==> config.mk <==
export PLATFORM = sky130hd
export DESIGN_NAME = sevenseg_rx_flat
export DESIGN_NICKNAME = d
export VERILOG_FILES = /design/src/rtl/sevenseg_rx_if.sv /design/src/rtl/sevenseg_rx.sv /design/src/flat_wrapper.sv
export SDC_FILE = /design/constraint.sdc
export NUM_CORES = 1
export LEC_CHECK = 0
export CAP_MARGIN = 20
export CORE_UTILIZATION = 50
export CTS_CLUSTER_SIZE = 30
export DETAILED_ROUTE_END_ITERATION = 16
export GPL_ROUTABILITY_DRIVEN = 0
export PLACE_DENSITY = 0.87
export SLEW_MARGIN = 40
export SYNTH_ARGS = -nofsm -noshare
export SYNTH_HDL_FRONTEND = slang
export SYNTH_SLANG_ARGS = --single-unit
==> constraint.sdc <==
create_clock -name clk -period 3.6 [get_ports clk]
set_input_delay 1.08 -clock clk [delete_from_list [all_inputs] [get_ports clk]]
set_output_delay 1.08 -clock clk [all_outputs]
set_load 0.05 [all_outputs]
==> src/rtl/sevenseg_rx_if.sv <==
// Scan-line bundle between a seven-segment transmitter and sevenseg_rx.
// The master drives the scanned an_n/segs_n/dp_n lines and observes the
// recovered digits. The slave, which is the receiver, does the opposite.
interface sevenseg_rx_if;
  logic [7:0] an_n;
  logic [6:0] segs_n;
  logic       dp_n;
  logic [6:0] d0;
  logic [6:0] d1;
  logic [6:0] d2;
  logic [6:0] d3;
  logic [6:0] d4;
  logic [6:0] d5;
  logic [6:0] d6;
  logic [6:0] d7;
  logic [7:0] valid;
  logic       frame_done;
  logic       err;

  modport master (
    output an_n, segs_n, dp_n,
    input  d0, d1, d2, d3, d4, d5, d6, d7, valid, frame_done, err
  );

  modport slave (
    input  an_n, segs_n, dp_n,
    output d0, d1, d2, d3, d4, d5, d6, d7, valid, frame_done, err
  );
endinterface

==> src/rtl/sevenseg_rx.sv <==
// sevenseg_rx: receive side of a multiplexed 8-digit seven-segment link.
// The module synchronises the scanned anode, segment and dp lines. It waits
// for them to settle and then decodes the active digit into the
// {blank,dp,dash,hex} code format.
// Optional build macro SEVENSEG_RX_TIMEOUT_EN adds a timeout. When the
// timeout expires because no good capture has arrived, all valid bits and
// the frame mask are dropped.
module sevenseg_rx #(
  parameter int unsigned SETTLE_CYC  = 16,
  parameter int unsigned TIMEOUT_CYC = 1_000_000
) (
  input  logic         clk,
  input  logic         rst_n,
  sevenseg_rx_if.slave bus
);

  localparam int unsigned     CNT_W      = $clog2(SETTLE_CYC + 1);
  localparam logic [CNT_W-1:0] CNT_MAX   = CNT_W'(SETTLE_CYC - 1);
  localparam logic [6:0]      CODE_BLANK = 7'b100_0000;

  // Decode an active-high segment pattern plus dp.
  // Bit 7 of the result is set for a legal pattern. Bits 6:0 hold the code.
  function automatic logic [7:0] decode_fn(input logic [6:0] p, input logic dpb);
    logic [7:0] r;
    logic [3:0] h;
    logic       hit;
    h   = 4'h0;
    hit = 1'b1;
    case (p)
      7'h3F:   h = 4'h0;
      7'h06:   h = 4'h1;
      7'h5B:   h = 4'h2;
      7'h4F:   h = 4'h3;
      7'h66:   h = 4'h4;
      7'h6D:   h = 4'h5;
      7'h7D:   h = 4'h6;
      7'h07:   h = 4'h7;
      7'h7F:   h = 4'h8;
      7'h6F:   h = 4'h9;
      7'h77:   h = 4'hA;
      7'h7C:   h = 4'hB;
      7'h39:   h = 4'hC;
      7'h5E:   h = 4'hD;
      7'h79:   h = 4'hE;
      7'h71:   h = 4'hF;
      default: hit = 1'b0;
    endcase
    if (p == 7'h00) begin
      // A lone decimal point with no segments lit is not a legal code.
      r = dpb ? 8'h00 : {1'b1, CODE_BLANK};
    end else if (p == 7'h40) begin
      r = {1'b1, 1'b0, dpb, 1'b1, 4'h0};
    end else if (hit) begin
      r = {1'b1, 1'b0, dpb, 1'b0, h};
    end else begin
      r = 8'h00;
    end
    return r;
  endfunction

  logic [15:0]      raw_s;
  logic [15:0]      sync1_r;
  logic [15:0]      sync2_r;
  logic [15:0]      prev_r;
  logic [7:0]       an_s;
  logic [6:0]       segs_s;
  logic             dp_s;
  logic             change_s;
  logic             an_change_s;
  logic [CNT_W-1:0] cnt_r;
  logic             captured_r;
  logic [7:0]       act_s;
  logic             single_s;
  logic             multi_s;
  logic [2:0]       idx_s;
  logic [7:0]       dec_s;
  logic             capture_s;
  logic             good_s;
  logic             bad_s;
  logic [7:0]       set_bit_s;
  logic [7:0]       clr_bit_s;
  logic [7:0]       mask_base_s;
  logic [7:0]       mask_next_s;
  logic [7:0]       valid_next_s;
  logic             frame_s;
  logic             timeout_s;
  logic [7:0]       mask_r;
  logic [7:0]       valid_r;
  logic [6:0]       d_r [8];
  logic             frame_r;
  logic             err_r;

  assign raw_s       = {bus.an_n, bus.segs_n, bus.dp_n};
  assign an_s        = sync2_r[15:8];
  assign segs_s      = sync2_r[7:1];
  assign dp_s        = sync2_r[0];
  assign change_s    = (sync2_r != prev_r);
  assign an_change_s = (sync2_r[15:8] != prev_r[15:8]);

  // Classify the synced anodes as idle, a single active digit, or several digits.
  always_comb begin
    act_s    = ~an_s;
    idx_s    = 3'd0;
    single_s = 1'b1;
    case (an_s)
      8'hFE:   idx_s = 3'd0;
      8'hFD:   idx_s = 3'd1;
      8'hFB:   idx_s = 3'd2;
      8'hF7:   idx_s = 3'd3;
      8'hEF:   idx_s = 3'd4;
      8'hDF:   idx_s = 3'd5;
      8'hBF:   idx_s = 3'd6;
      8'h7F:   idx_s = 3'd7;
      default: single_s = 1'b0;
    endcase
    multi_s = (act_s != 8'h00) && !single_s;
  end

  // Capture decision, decode, and next frame-mask / valid computation.
  always_comb begin
    dec_s     = decode_fn(~segs_s, ~dp_s);
    capture_s = (cnt_r == CNT_MAX) && !change_s && single_s && !captured_r;
    good_s    = capture_s && dec_s[7];
    bad_s     = capture_s && !dec_s[7];
    set_bit_s = good_s ? (8'h01 << idx_s) : 8'h00;
    clr_bit_s = bad_s  ? (8'h01 << idx_s) : 8'h00;
    if (timeout_s) begin
      mask_base_s = 8'h00;
    end else begin
      mask_base_s = mask_r;
    end
    frame_s = good_s && ((mask_base_s | set_bit_s) == 8'hFF);
    if (frame_s) begin
      mask_next_s = 8'h00;
    end else begin
      mask_next_s = mask_base_s | set_bit_s;
    end
    if (timeout_s) begin
      valid_next_s = set_bit_s;
    end else begin
      valid_next_s = (valid_r | set_bit_s) & ~clr_bit_s;
    end
  end

  // Synchroniser, settle counter, capture bookkeeping and registered outputs.
  always_ff @(posedge clk) begin
    if (!rst_n) begin
      sync1_r    <= 16'hFFFF;
      sync2_r    <= 16'hFFFF;
      prev_r     <= 16'hFFFF;
      cnt_r      <= '0;
      captured_r <= 1'b0;
      mask_r     <= 8'h00;
      valid_r    <= 8'h00;
      frame_r    <= 1'b0;
      err_r      <= 1'b0;
      for (int i = 0; i < 8; i++) begin
        d_r[i] <= CODE_BLANK;
      end
    end else begin
      sync1_r <= raw_s;
      sync2_r <= sync1_r;
      prev_r  <= sync2_r;
      if (change_s) begin
        cnt_r <= '0;
      end else if (cnt_r != CNT_MAX) begin
        cnt_r <= cnt_r + 1'b1;
      end else begin
        cnt_r <= cnt_r;
      end
      if (change_s) begin
        captured_r <= 1'b0;
      end else if (capture_s) begin
        captured_r <= 1'b1;
      end else begin
        captured_r <= captured_r;
      end
      if (good_s) begin
        d_r[idx_s] <= dec_s[6:0];
      end
      mask_r  <= mask_next_s;
      valid_r <= valid_next_s;
      frame_r <= frame_s;
      err_r   <= bad_s || (multi_s && an_change_s);
    end
  end

`ifdef SEVENSEG_RX_TIMEOUT_EN
  localparam int unsigned      TO_W   = $clog2(TIMEOUT_CYC + 1);
  localparam logic [TO_W-1:0]  TO_MAX = TO_W'(TIMEOUT_CYC - 1);

  logic [TO_W-1:0] to_cnt_r;

  assign timeout_s = (to_cnt_r == TO_MAX);

  // Idle counter: restarts on each good capture and holds once it expires.
  always_ff @(posedge clk) begin
    if (!rst_n) begin
      to_cnt_r <= '0;
    end else if (good_s) begin
      to_cnt_r <= '0;
    end else if (to_cnt_r != TO_MAX) begin
      to_cnt_r <= to_cnt_r + 1'b1;
    end else begin
      to_cnt_r <= to_cnt_r;
    end
  end
`else
  logic unused_timeout_s;

  assign timeout_s        = 1'b0;
  assign unused_timeout_s = ^TIMEOUT_CYC;
`endif

  assign bus.d0         = d_r[0];
  assign bus.d1         = d_r[1];
  assign bus.d2         = d_r[2];
  assign bus.d3         = d_r[3];
  assign bus.d4         = d_r[4];
  assign bus.d5         = d_r[5];
  assign bus.d6         = d_r[6];
  assign bus.d7         = d_r[7];
  assign bus.valid      = valid_r;
  assign bus.frame_done = frame_r;
  assign bus.err        = err_r;

endmodule

==> src/flat_wrapper.sv <==
// flat-port wrapper written by rule: the top's interface ports become plain ports
module sevenseg_rx_flat 
#(
  parameter int unsigned SETTLE_CYC  = 16,
  parameter int unsigned TIMEOUT_CYC = 1_000_000
)
  (clk, rst_n, bus_an_n, bus_segs_n, bus_dp_n, bus_d0, bus_d1, bus_d2, bus_d3, bus_d4, bus_d5, bus_d6, bus_d7, bus_valid, bus_frame_done, bus_err);
  sevenseg_rx_if bus_i ();
  input  logic clk;
  input  logic rst_n;
  input wire logic [$bits(bus_i.an_n)-1:0] bus_an_n;
  input wire logic [$bits(bus_i.segs_n)-1:0] bus_segs_n;
  input wire logic [$bits(bus_i.dp_n)-1:0] bus_dp_n;
  output wire logic [$bits(bus_i.d0)-1:0] bus_d0;
  output wire logic [$bits(bus_i.d1)-1:0] bus_d1;
  output wire logic [$bits(bus_i.d2)-1:0] bus_d2;
  output wire logic [$bits(bus_i.d3)-1:0] bus_d3;
  output wire logic [$bits(bus_i.d4)-1:0] bus_d4;
  output wire logic [$bits(bus_i.d5)-1:0] bus_d5;
  output wire logic [$bits(bus_i.d6)-1:0] bus_d6;
  output wire logic [$bits(bus_i.d7)-1:0] bus_d7;
  output wire logic [$bits(bus_i.valid)-1:0] bus_valid;
  output wire logic [$bits(bus_i.frame_done)-1:0] bus_frame_done;
  output wire logic [$bits(bus_i.err)-1:0] bus_err;
  assign bus_i.an_n = bus_an_n;
  assign bus_i.segs_n = bus_segs_n;
  assign bus_i.dp_n = bus_dp_n;
  assign bus_d0 = bus_i.d0;
  assign bus_d1 = bus_i.d1;
  assign bus_d2 = bus_i.d2;
  assign bus_d3 = bus_i.d3;
  assign bus_d4 = bus_i.d4;
  assign bus_d5 = bus_i.d5;
  assign bus_d6 = bus_i.d6;
  assign bus_d7 = bus_i.d7;
  assign bus_valid = bus_i.valid;
  assign bus_frame_done = bus_i.frame_done;
  assign bus_err = bus_i.err;
  sevenseg_rx #(.SETTLE_CYC(SETTLE_CYC), .TIMEOUT_CYC(TIMEOUT_CYC)) u_core (.clk(clk), .rst_n(rst_n), .bus(bus_i));
endmodule
==> results.sh <==
export IMPL_clock_path_buffers=2
export IMPL_synth_edf_count=56
export IMPL_grt_use_total_pct=21.7
export IMPL_drtPass1Iterations=5
export IMPL_drc_errors=0
export IMPL_clkTransAtPathRegs_ns=0.06
export IMPL_grt_pass1_wl_microns=17100
export IMPL_synth_cell_area_sq_mm=0.00512
export IMPL_place_hpwl_microns=7150
export IMPL_routed_via_count=3775
export IMPL_grt_pass1_vias=3581
export IMPL_holdBufCountCts=0
export IMPL_fillCellCount=681
export IMPL_antenna_found_initial=0
export IMPL_rsz0062_at_grt="false"
export IMPL_worstSetupEndpointType="register"
export IMPL_setup_tns_ns=0
export IMPL_grt_max_degree=50
export IMPL_criticalPathCategory="register to register"
export IMPL_worstPathMaxFanout=17
export IMPL_final_period_utilization_pct=91.8
export IMPL_core_sq_mm=0.00986
export IMPL_layout_commonest_cell="clkdlybuf4s50_1"
export IMPL_status="complete, no violations"
export IMPL_cts_setup_buffers=0
export IMPL_slew_violations=0
export IMPL_cp_data_arrival_time_ns=3.68
export IMPL_via_per_inst=5.42
export IMPL_worstSkewPairLatency_ns=0.52
export IMPL_cts_tree="built"
export IMPL_postSynthAreaPerCell_sq_um=10.9
export IMPL_numCtsBuffers=17
export IMPL_grt_ovfl_total=0
export IMPL_post_cts_resized=0
export IMPL_synth_area_leaders="edfxtp_1 33%, dfxtp_1 28%, nand2b_1 5.9%"
export IMPL_ys_seq_area_share_pct=61.0
export IMPL_synth_net_count=488
export IMPL_die_area_sq_mm=0.0107
export IMPL_vdd_drop_max_mv=0.370
export IMPL_maxSlewHeadroom_pct=44.6
export IMPL_total_leakage_power_nw=2.31
export IMPL_die_x_microns=103
export IMPL_synth_top_area_share_pct=32.8
export IMPL_rows=36
export IMPL_cts_htree_levels=4
export IMPL_wirelength_microns=10700
export IMPL_wl_per_cell_microns=15.4
export IMPL_pin_count=84
export IMPL_timing_fmax_ghz=0.303
export IMPL_drive_gt1_share_pct=10.8
export IMPL_synth_seq_cells=128
export IMPL_synthCells=468
export IMPL_final_hold_viol_count=0
export IMPL_ys_warn_count=0
export IMPL_hold_path_class="register to register"
export IMPL_synthArstFlopShare_pct=0
export IMPL_synth_ff_type="dfxtp_1"
export IMPL_final_core_util_pct=67.5
export IMPL_portBuffers=83
export IMPL_chipHeight_microns=103
export IMPL_worst_setup_path_start_kind="register"
export IMPL_floorplan_initialDensity_pct=51.9
export IMPL_setup_viol=0
export IMPL_drv_cap=0
export IMPL_n_antenna_cell=0
export IMPL_fin_crit_ns=3.30
export IMPL_power_density_mw_per_mm2=549
export IMPL_first_iter_violations=261
export IMPL_final_cell_mix="82 x clkdlybuf4s50_1, 72 x dfxtp_1, 71 x nor2_1"
export IMPL_yosysTopAreaCell="edfxtp_1"
export IMPL_synth_cell_types=61
export IMPL_ant_nets=0
export IMPL_cp_data_required_time_ns=3.97
export IMPL_clock_skew_ns=0.00664
export IMPL_areaGrowthSynthToFinish_pct=30.0
export IMPL_layout_nets=570
export IMPL_root_buffer="clkbuf_8"
export IMPL_cts_sinks=128
export IMPL_worst_pin_slew_ns=0.831
## Yosys cell counts (all sizes together), types with 2 or more instances
master and count:
o211ai 3, o21ai 9, nand4 5, a211oi 2, nand2b 48, nor2b 2
inv 6, ha 2, a21oi 20, or2 2, a31oi 3, or3 3
nor4b 2, nor2 71, xor2 21, buf 13, and3b 2, nor3b 6
nor3 14, nand4b 4, nor4 6, or4 2, nand2 34, o31ai 2
and2 2, edfxtp 56, xnor2 2, dfxtp 72, clkbuf 16, nand3b 2
a311oi 2, nand3 15
## stage by stage
step / std cells / worst slack (ns) / hold WS, ns / total power, mW / cell area, sq um
final: 696 / 0.295 / 0.405 / 3.66 / 6660
after global routing: 696 / 0.0369 / 0.421 / 3.76 / 6660
after CTS: 696 / 0.362 / 0.407 / 3.67 / 6660
after detailed placement: 664 / 0.413 / 0.391 / 1.93 / 6040
after global placement: 664 / 0.598 / 0.389 / 1.92 / 6040
after floorplan: 468 / 0.915 / 0.386 / 1.83 / 5120
## logic make-up after synthesis
group,Yosys count,share of synthesized area (%)
mux,1,0.195
compound gates,54,7.55
xor+xnor,23,3.93
fa+ha+maj,2,0.488
buf+inv,35,3.30
flops,128,61.0
simple gates,225,23.6
## per-layer routing
metal	global-route usage [%]	wire length (microns)	part of all wire (%)
met3	4.97	692	6.4
met2	37.7	5400	50
met4	10.3	272	2.5
met1	25.6	4380	41
met5	0	0	0
## state kept, by name (all words and copies together), names as in the netlist
name                   flops
u_core.bus.err             1
u_core.mask_base_s         8
u_core.bus.frame_done      1
u_core.bus.valid           8
u_core.d_r                56
u_core.sync1_r            16
u_core.cnt_r               5
u_core.captured_r          1
u_core.sync2_r            16
u_core.prev_r             16
## where the power goes
part	switching, mW	total [mW]	internal (mW)
registers	0.0343	1.60	1.56
clock network	0.678	1.76	1.08
logic	0.197	0.302	0.105
## final timing paths
| path | startpoint | to | slack, ns | depth (start not counted) |
|---|---|---|---|---|
| setup / recovery | u_core.sync2_r[2] | u_core.d_r[1][2] | 0.30 | 7 |
| hold / removal | u_core.sync1_r[8] | u_core.sync2_r[8] | 0.41 | 1 |
| hold reg to reg | u_core.sync1_r[8] | u_core.sync2_r[8] | 0.41 | 1 |
| setup reg to reg | u_core.sync2_r[2] | u_core.d_r[1][2] | 0.30 | 7 |
## area by class of cell
type | instances | area, sq um | share of cell area [%]
well taps | 133 | 166 | 2.50
inverters | 6 | 22.5 | 0.338
clock buffers | 17 | 414 | 6.22
multi-input cells | 305 | 1840 | 27.7
flip-flops and latches | 128 | 3120 | 46.9
clock inverters | 15 | 198 | 2.97
repair buffers | 92 | 893 | 13.4
## worst max-delay path, stage by stage, from the launching register on
cell and delay (ns):
dfxtp_1 0.64, and2b_1 0.29, nand4b_1 0.12, a211oi_1 0.62
nor4_4 0.16, a2111oi_4 0.78, nand2_1 0.35, nor2_1 0.18
Power figures use the tool's default switching activity.
